===== config.mk =====
export PLATFORM = sky130hd
export DESIGN_NAME = com_rst_seq
export DESIGN_NICKNAME = d
export VERILOG_FILES = /design/src/rtl/com_rst_seq.sv
export SDC_FILE = /design/constraint.sdc
export NUM_CORES = 1
export LEC_CHECK = 0
export ABC_CLOCK_PERIOD_IN_PS = 1700
export CORE_MARGIN = 3
export CORE_UTILIZATION = 35
export DETAILED_ROUTE_END_ITERATION = 7
export SLEW_MARGIN = 40
export SYNTH_ARGS = -nofsm -noshare
export SYNTH_HDL_FRONTEND = slang
export SYNTH_SLANG_ARGS = --single-unit

===== constraint.sdc =====
create_clock -name clk -period 1.7 [get_ports clk]
set_clock_uncertainty 0.05 [all_clocks]
set_input_delay 0.255 -clock clk [delete_from_list [all_inputs] [get_ports clk]]
set_output_delay 0.255 -clock clk [all_outputs]
set_load 0.02 [all_outputs]

===== src/rtl/com_rst_seq.sv =====
// -----------------------------------------------------------------------------
// com_rst_seq
//   Reset sequencer at the root of a clock domain's reset tree. The
//   asynchronous active-low request ireq_n is synchronised into clk and held
//   asserted for at least MIN_ASSERT quiet cycles. The N_CH reset outputs are
//   then released one at a time, in index order, GAP cycles apart. A global
//   soft reset re-enters the assert phase. Once every channel is running,
//   per-channel soft resets hold a single channel in reset for MIN_ASSERT
//   cycles.
//
//   Parameters (must satisfy): N_CH >= 1, SYNC_STAGES >= 2,
//                              MIN_ASSERT >= 1, GAP >= 1.
//
// Ports:
//   clk       in   1      block clock
//   rst_n     in   1      synchronous active-low reset
//   ireq_n    in   1      asynchronous active-low reset request, any domain
//   soft_rst  in   1      synchronous global soft-reset pulse, active-high
//   ch_rst    in   N_CH   synchronous per-channel soft-reset pulses
//   orst_n    out  N_CH   channel resets, active-low, registered
//   done      out  1      all channels released and FSM in RUN, registered
//   ostate    out  2      FSM state: 0=ASSERT, 1=RELEASE, 2=RUN
// -----------------------------------------------------------------------------
module com_rst_seq #(
    parameter int N_CH        = 4,
    parameter int SYNC_STAGES = 2,
    parameter int MIN_ASSERT  = 16,
    parameter int GAP         = 4
) (
    input  logic            clk,
    input  logic            rst_n,
    input  logic            ireq_n,
    input  logic            soft_rst,
    input  logic [N_CH-1:0] ch_rst,
    output logic [N_CH-1:0] orst_n,
    output logic            done,
    output logic [1:0]      ostate
);

    localparam int MAXV  = (MIN_ASSERT > GAP) ? MIN_ASSERT : GAP;
    localparam int CW    = $clog2(MAXV + 1);
    localparam int IDX_W = $clog2(N_CH + 1);

    localparam logic [CW-1:0]    MA_TERM  = CW'(MIN_ASSERT - 1);
    localparam logic [CW-1:0]    GAP_TERM = CW'(GAP - 1);
    localparam logic [IDX_W-1:0] IDX_ONE  = IDX_W'(1);
    localparam logic [CW-1:0]    CNT_ONE  = CW'(1);

    typedef enum logic [1:0] {
        ST_ASSERT  = 2'd0,
        ST_RELEASE = 2'd1,
        ST_RUN     = 2'd2
    } state_t;

    logic [SYNC_STAGES-1:0]  r_sync;
    state_t                  r_state;
    logic [CW-1:0]           r_cnt;
    logic [CW-1:0]           r_gcnt;
    logic [IDX_W-1:0]        r_idx;
    logic [N_CH-1:0]         r_orst_n;
    logic                    r_done;
    logic [N_CH-1:0]         r_hold;
    logic [N_CH-1:0][CW-1:0] r_hcnt;

    state_t                  w_state_nx;
    logic [CW-1:0]           w_cnt_nx;
    logic [CW-1:0]           w_gcnt_nx;
    logic [IDX_W-1:0]        w_idx_nx;
    logic [N_CH-1:0]         w_orst_nx;
    logic                    w_done_nx;
    logic [N_CH-1:0]         w_hold_nx;
    logic [N_CH-1:0][CW-1:0] w_hcnt_nx;
    logic                    w_req_sync;
    logic                    w_active;

    assign w_req_sync = r_sync[SYNC_STAGES-1];
    assign w_active   = ~w_req_sync | soft_rst;

    assign orst_n = r_orst_n;
    assign done   = r_done;
    assign ostate = r_state;

    // Synchroniser: only r_sync[0] ever samples the asynchronous request.
    always_ff @(posedge clk) begin
        if (!rst_n) begin
            r_sync <= '0;
        end else begin
            r_sync <= {r_sync[SYNC_STAGES-2:0], ireq_n};
        end
    end

    always_ff @(posedge clk) begin
        if (!rst_n) begin
            r_state  <= ST_ASSERT;
            r_cnt    <= '0;
            r_gcnt   <= '0;
            r_idx    <= '0;
            r_orst_n <= '0;
            r_done   <= 1'b0;
            r_hold   <= '0;
            r_hcnt   <= '0;
        end else begin
            r_state  <= w_state_nx;
            r_cnt    <= w_cnt_nx;
            r_gcnt   <= w_gcnt_nx;
            r_idx    <= w_idx_nx;
            r_orst_n <= w_orst_nx;
            r_done   <= w_done_nx;
            r_hold   <= w_hold_nx;
            r_hcnt   <= w_hcnt_nx;
        end
    end

    always_comb begin
        w_state_nx = r_state;
        w_cnt_nx   = r_cnt;
        w_gcnt_nx  = r_gcnt;
        w_idx_nx   = r_idx;
        w_orst_nx  = r_orst_n;
        w_hold_nx  = r_hold;
        w_hcnt_nx  = r_hcnt;

        if (w_active) begin
            // A global request wins over everything, including ch_rst.
            w_state_nx = ST_ASSERT;
            w_cnt_nx   = '0;
            w_gcnt_nx  = '0;
            w_idx_nx   = '0;
            w_orst_nx  = '0;
            w_hold_nx  = '0;
            w_hcnt_nx  = '0;
        end else begin
            unique case (r_state)
                ST_ASSERT: begin
                    // Counter stops at the terminal value; it never wraps.
                    if (r_cnt == MA_TERM) begin
                        w_orst_nx[0] = 1'b1;
                        w_idx_nx     = IDX_ONE;
                        w_gcnt_nx    = '0;
                        w_state_nx   = (N_CH == 1) ? ST_RUN : ST_RELEASE;
                    end else begin
                        w_cnt_nx = r_cnt + CNT_ONE;
                    end
                end
                ST_RELEASE: begin
                    if (r_gcnt == GAP_TERM) begin
                        for (int i = 0; i < N_CH; i++) begin
                            if (i == int'(r_idx)) begin
                                w_orst_nx[i] = 1'b1;
                            end
                        end
                        w_idx_nx  = r_idx + IDX_ONE;
                        w_gcnt_nx = '0;
                        if (int'(r_idx) == N_CH - 1) begin
                            w_state_nx = ST_RUN;
                        end
                    end else begin
                        w_gcnt_nx = r_gcnt + CNT_ONE;
                    end
                end
                ST_RUN: begin
                    // Each channel hold is independent; a new pulse restarts it.
                    for (int i = 0; i < N_CH; i++) begin
                        if (ch_rst[i]) begin
                            w_hold_nx[i] = 1'b1;
                            w_hcnt_nx[i] = '0;
                            w_orst_nx[i] = 1'b0;
                        end else if (r_hold[i]) begin
                            if (r_hcnt[i] == MA_TERM) begin
                                w_hold_nx[i] = 1'b0;
                                w_orst_nx[i] = 1'b1;
                            end else begin
                                w_hcnt_nx[i] = r_hcnt[i] + CNT_ONE;
                            end
                        end
                    end
                end
                default: begin
                    w_state_nx = ST_ASSERT;
                    w_cnt_nx   = '0;
                    w_orst_nx  = '0;
                    w_hold_nx  = '0;
                end
            endcase
        end

        // done follows the next-state values so it moves with orst_n.
        w_done_nx = (w_state_nx == ST_RUN) && (w_hold_nx == '0);
    end

endmodule

==> flow_summary.toml, run 1 <==
[status]
outcome = "complete, but fails checks"
violations = "negative setup slack"

[critical_path]
required_ns = 1.90
crit_path_start_kind = "register"
path_class = "reg -> reg"
reg2reg_to = "done$_SDFF_PN0_"
r2r-start = "ostate[0]$_SDFF_PN0_"
path_max_fanout = 6
rrSetupSlack_ns = -0.009
arrival_ns = 1.91
crit_path_end_kind = "register"
reg2regPathDepth = 7

[synthesis]
ys_seq_area_frac = 0.378
syn-cell-area_sq_mm = 0.00244
synthCells = 284
ys_top_cells_by_area = "dfxtp_1 (38%), ha_1 (11%), nor2_1 (4.9%), nand2_1 (4.6%), a21oi_1 (4.3%)"
syn_area_per_cell_sq_um = 8.59
synth-seq-cells = 46
synthFlopType = "dfxtp_1"
syn-num-nets = 313
async_flop_share = 0
yosysMostFrequentCell = "dfxtp_1"
synth_cell_types = 47
synth_top_area_share = 0.378
synth_enable_flop_cells = 0
ys_warn_count = 0
synth_common_cells = "dfxtp_1 (46), nor2_1 (32), nand2_1 (30)"
synth_top_cell_by_area = "dfxtp_1"

[clock_network]
cts_tree = "yes"
cts_max_level = 2
root_buffer = "clkbuf_8"
cts.sinks = 46
worstSkewPairLatency_ns = 0.30
ctsHoldBuffers = 0
clk_pin_slew_ns = 0.08
cts_max_path_buffers = 2
cts_buffers = 5

[place]
portBuffers = 14
gp_congestion = 0.843
hpwlAfterDp_microns = 4030

[timing]
timing.fmax_mhz = 585
layout_min_cycle_time_ns = 1.71
hold_slack_ns = 0.388
period_share = 1.01
setup_violations = 1
max_slew.worst_pin.slew_ns = 0.283
worst_slack_ns = -0.00856
slew_headroom = 0.811
hold_viol_final = 0
rsz0062_at_grt = "true"
drv_slew = 0

[grt]
grt_max_degree = 21
antenna_found_initial = 0
grt_pass1_wl_microns = 9180
grt_use_total = 0.147
grt_overflow = 0
grt_pass1_vias = 2049

[route]
vias = 2219
wl_per_cell_microns = 12.7
vias_per_cell = 5.07
drc = 0
first_iter_violations = 91
ant_nets = 0
wirelength_microns = 5560
drt-pass1-iter-count = 4

[min_path]
hold_end = "r_sync[1]$_SDFF_PN0_"
hold_path.class = "reg -> reg"
hp-start = "r_sync[0]$_SDFF_PN0_"
whs_path_depth = 1

[power]
peakVddDrop_uv = 353
clkPwrFrac = 0.387
p_comb_frac = 0.029
seq_power_share = 0.583
power.density_mw_per_mm2 = 520
p_int_mw = 1.43
p_leak_nw = 1.32
swShare = 0.223
fin_total_pwr_mw = 1.85
power_switching_mw = 0.413

[layout]
finalNetCount = 389
area_growth_pct = 45.5
antenna_cells = 0
drive_gt1_frac = 0.371

[floorplanning]
die_h_microns = 89.5
initial_core_util = 0.373
die_area_sq_mm = 0.00800
die_x_microns = 89.5
core_sq_mm = 0.00653
core.rowCount = 29
io_pins = 15

[run]
max_cap_viol_count = 0
-- flip-flops by register name (all words and copies together) (netlist names) --
signal  flops
r_hcnt     20
r_hold      4
r_sync      2
ostate      2
r_cnt       5
orst_n      4
done        1
r_idx       3
r_gcnt      5
-- worst max-delay path, cell delays in order (launching register included) --
cell and delay, ns:
dfxtp_4 0.38, inv_1 0.11, ha_4 0.21, buf_4 0.14, or2_1 0.27, o41ai_1 0.08
nand4_1 0.15, and4b_1 0.25
-- what timing repair did --
item,in CTS,in global routing
pin swaps,6,16
setup endpoints to repair,12,32
gates cloned,0,0
endpoints found under the hold margin,0,0
setup buffers,0,6
gates resized for setup,12,49
-- per-stage QoR --
| stage | worst slack [ns] | utilization | cells | TNS (ns) | instance area, sq um |
|---|---|---|---|---|---|
| floorplan | -0.0114 | - | 284 | -0.0114 | 2500 |
| global placement | -0.180 | 0.482 | 424 | -0.513 | 3150 |
| detailed placement | -0.192 | 0.482 | 424 | -0.634 | 3150 |
| CTS | -0.00826 | 0.504 | 432 | -0.0160 | 3290 |
| global route | -0.131 | 0.543 | 438 | -0.916 | 3550 |
| finish | -0.00856 | 0.543 | 438 | -0.00856 | 3550 |
-- routing by layer --
metal  vias to the layer above  GRT usage  part of all wire
li1                       1158          -                 -
met1                      1033      0.200              0.50
met2                        22      0.228              0.46
met3                         6     0.0415             0.029
met4                         0     0.0365             0.013
met5                         -          0                 0
-- cell families (layout without fill, tap and decap cells) --
| logic type | Yosys count | after routing | synth area share |
|---|---|---|---|
| simple gates | 118 | 118 | 0.252 |
| fa+ha+maj | 21 | 21 | 0.108 |
| buf+inv | 23 | 100 | 0.0364 |
| flops | 46 | 46 | 0.378 |
| mux | 9 | 9 | 0.0369 |
| xor+xnor | 8 | 8 | 0.0287 |
| compound gates | 59 | 59 | 0.160 |
-- placed cells by master (no fill, tap or decap), drive strengths merged, types with 4 or more instances in the layout --
cell type | synthesis | layout
inv | 14 | 14
dfxtp | 46 | 46
o21ai | 8 | 8
nand2 | 30 | 30
a22oi | 4 | 4
nor2 | 32 | 32
clkdlybuf4s50 | 0 | 13
a21oi | 22 | 22
buf | 3 | 65
ha | 21 | 21
nand3 | 4 | 4
nand3b | 4 | 4
xor2 | 8 | 8
and2 | 5 | 5
and3 | 9 | 9
clkbuf | 6 | 6
nor2b | 9 | 9
nand2b | 4 | 4
o211ai | 11 | 11
mux2i | 9 | 9
nor3 | 5 | 5
-- layout make-up --
cell class	instances	area (sq um)
clock buffers	6	82.6
clock inverters	2	12.5
fillers	582	2980
inverters	14	52.6
multi-input cells	215	1720
flip-flops and latches	46	942
well taps	77	96.3
repair buffers	78	642
-- power groups by stage --
stage	combinational, mW	sequential [mW]	clock [mW]
2_1_floorplan	0.0118	1.10	0
3_3_place_gp	0.0509	1.10	0
3_5_place_dp	0.0511	1.10	0
4_1_cts	0.0523	1.08	0.736
5_1_grt	0.0581	1.08	0.782
6_report	0.0540	1.08	0.715
-- how the worst max path moves through the flow --
stage / start / end
2_1_floorplan: ostate[0]$_SDFF_PN0_ / orst_n[0]$_SDFFE_PP0P_
3_3_place_gp: rst_n / orst_n[0]$_SDFFE_PP0P_
3_5_place_dp: rst_n / orst_n[0]$_SDFFE_PP0P_
4_1_cts: r_hcnt[10]$_SDFFE_PP0P_ / done$_SDFF_PN0_
5_1_grt: ostate[0]$_SDFF_PN0_ / done$_SDFF_PN0_
6_report: ostate[0]$_SDFF_PN0_ / done$_SDFF_PN0_
Note: power is estimated with default switching activity, not from simulation.
==> run 2, diff against run 1 <==
--- a/config.mk
+++ b/config.mk
@@ -9,6 +9,7 @@
 export CORE_MARGIN = 3
 export CORE_UTILIZATION = 35
 export DETAILED_ROUTE_END_ITERATION = 7
+export GPL_TIMING_DRIVEN = 1
 export SLEW_MARGIN = 40
 export SYNTH_ARGS = -nofsm -noshare
 export SYNTH_HDL_FRONTEND = slang
==> results of run 2 <==
The final DEF is identical to that of run 1; final timing and power are the same.
==> run 3, diff against run 2 <==
--- a/config.mk
+++ b/config.mk
@@ -8,6 +8,7 @@
 export ABC_CLOCK_PERIOD_IN_PS = 1700
 export CORE_MARGIN = 3
 export CORE_UTILIZATION = 35
+export CTS_CLUSTER_SIZE = 30
 export DETAILED_ROUTE_END_ITERATION = 7
 export GPL_TIMING_DRIVEN = 1
 export SLEW_MARGIN = 40
==> results of run 3 <==
The final DEF is identical to that of run 1; final timing and power are the same.
==> patch: new RTL, settings of run 3 <==
Change the parameter `MIN_ASSERT` from 16 to 32.
--- a/src/rtl/com_rst_seq.sv
+++ b/src/rtl/com_rst_seq.sv
@@ -24,7 +24,7 @@
 module com_rst_seq #(
     parameter int N_CH        = 4,
     parameter int SYNC_STAGES = 2,
-    parameter int MIN_ASSERT  = 16,
+    parameter int MIN_ASSERT  = 32,
     parameter int GAP         = 4
 ) (
     input  logic            clk,
Formal check against the unedited RTL: no difference found for any inputs over 10 cycles, from zero or initial values and one cycle with rst_n low; that may be too few to reach the edited logic, so the function may still have changed.
==> patch against run 3 <==
  * The flow still finishes with violations (negative setup slack)
  * Count of clock-buffer cells in the layout down 1
  * Synthesized cell count rose by 13%
  * Maximum frequency fell by 9.4%
  * Wire length rose by 36%
  * Combinational power up 19%
  * Sequential power increased by 13%
  * Utilization increased by 1.7 points
  * Power up 9.9%
  * Setup slack got worse by 0.18 ns
  * Sequential cell count rose by 6
  * Via count rose by 25%
  * Die area grew 12%
  * Synthesized area increased by 13%
  * Final area is 18% higher
  * Critical endpoint is now orst_n[2]
==> patch: results (changes against run 3) <==
* Failing checks: negative setup slack (unchanged)
* R2r endpoint: orst_n[2] (was done)
* Final setup fails at 15 (was 1)
* Post-CTS Setup Bufs at 6 (was 0)
* Synth Area in Adders at 0.0680 (was 0.108)
* First-pass GRT wire length at 12,000 um (was 9180 um)
* Detailed-placement wirelength estimate at 5170 um (was 4030 um)
* FF+latch count, synth at 52 (was 46)
* Vias in the first global route at 2,652 (was 2,049)
* Post-synth top cells: dfxtp_1 (52), nand2_1 (30), a21oi_1 (19), nor2_1 (19) (was dfxtp_1 (46), nor2_1 (32), nand2_1 (30))
* Final worst setup slack at -0.186 ns (was -0.00856 ns)
* Status: complete, but fails checks (unchanged)
* Via density at 5.28 (was 5.07)
* Clock group total power at 746 uW (was 715 uW)
* Post-cts sizing count at 31 (was 12)
* CP max FO at 5 (was 6)
* Reg-to-reg startpoint: r_gcnt[3] (was ostate[0])
* Count of different cell masters after synthesis at 55 (was 47)
* Largest net degree at the start of global routing at 19 (was 21)
* Slowest cell on crit path: or4_4 (was dfxtp_4)
* Inverters at 18 (was 14)
* Worst VDD drop at 0.420 mV (was 0.353 mV)
* Placement Cell Area at 3580 um^2 (was 3150 um^2)
* Clock buf count at 5 (was 6)
* Sequential fraction of the synthesis area at 0.377 (was 0.378)
## patch: through the flow
stage               hold WS [ns]  setup slack [ns]  power [mW]  cells   util
finish                     0.398            -0.186        2.03    523  0.560
floorplan                  0.327            -0.121        1.26    321      -
CTS                        0.400            -0.179        2.04    512  0.514
global placement           0.366            -0.247        1.30    498  0.481
global route               0.435            -0.230        2.11    523  0.560
detailed placement         0.370            -0.339        1.30    498  0.481
## patch: logic make-up (layout without fill, tap and decap cells)
| group | after synthesis | in the layout |
|---|---|---|
| DFF | 52 | 52 |
| muxes | 1 | 1 |
| buffers and inverters | 28 | 131 |
| and+or+nand+nor | 122 | 122 |
| adders and majority gates | 15 | 15 |
| xor gates and xnor gates | 14 | 14 |
| AOI/OAI and AO/OA | 89 | 89 |
## patch: layer usage
layer	GRT usage	up-vias	share of wire
li1	-	1404	-
met1	0.213	1319	0.46
met2	0.284	34	0.49
met3	0.0271	6	0.034
met4	0.0421	0	0.010
met5	0	-	0
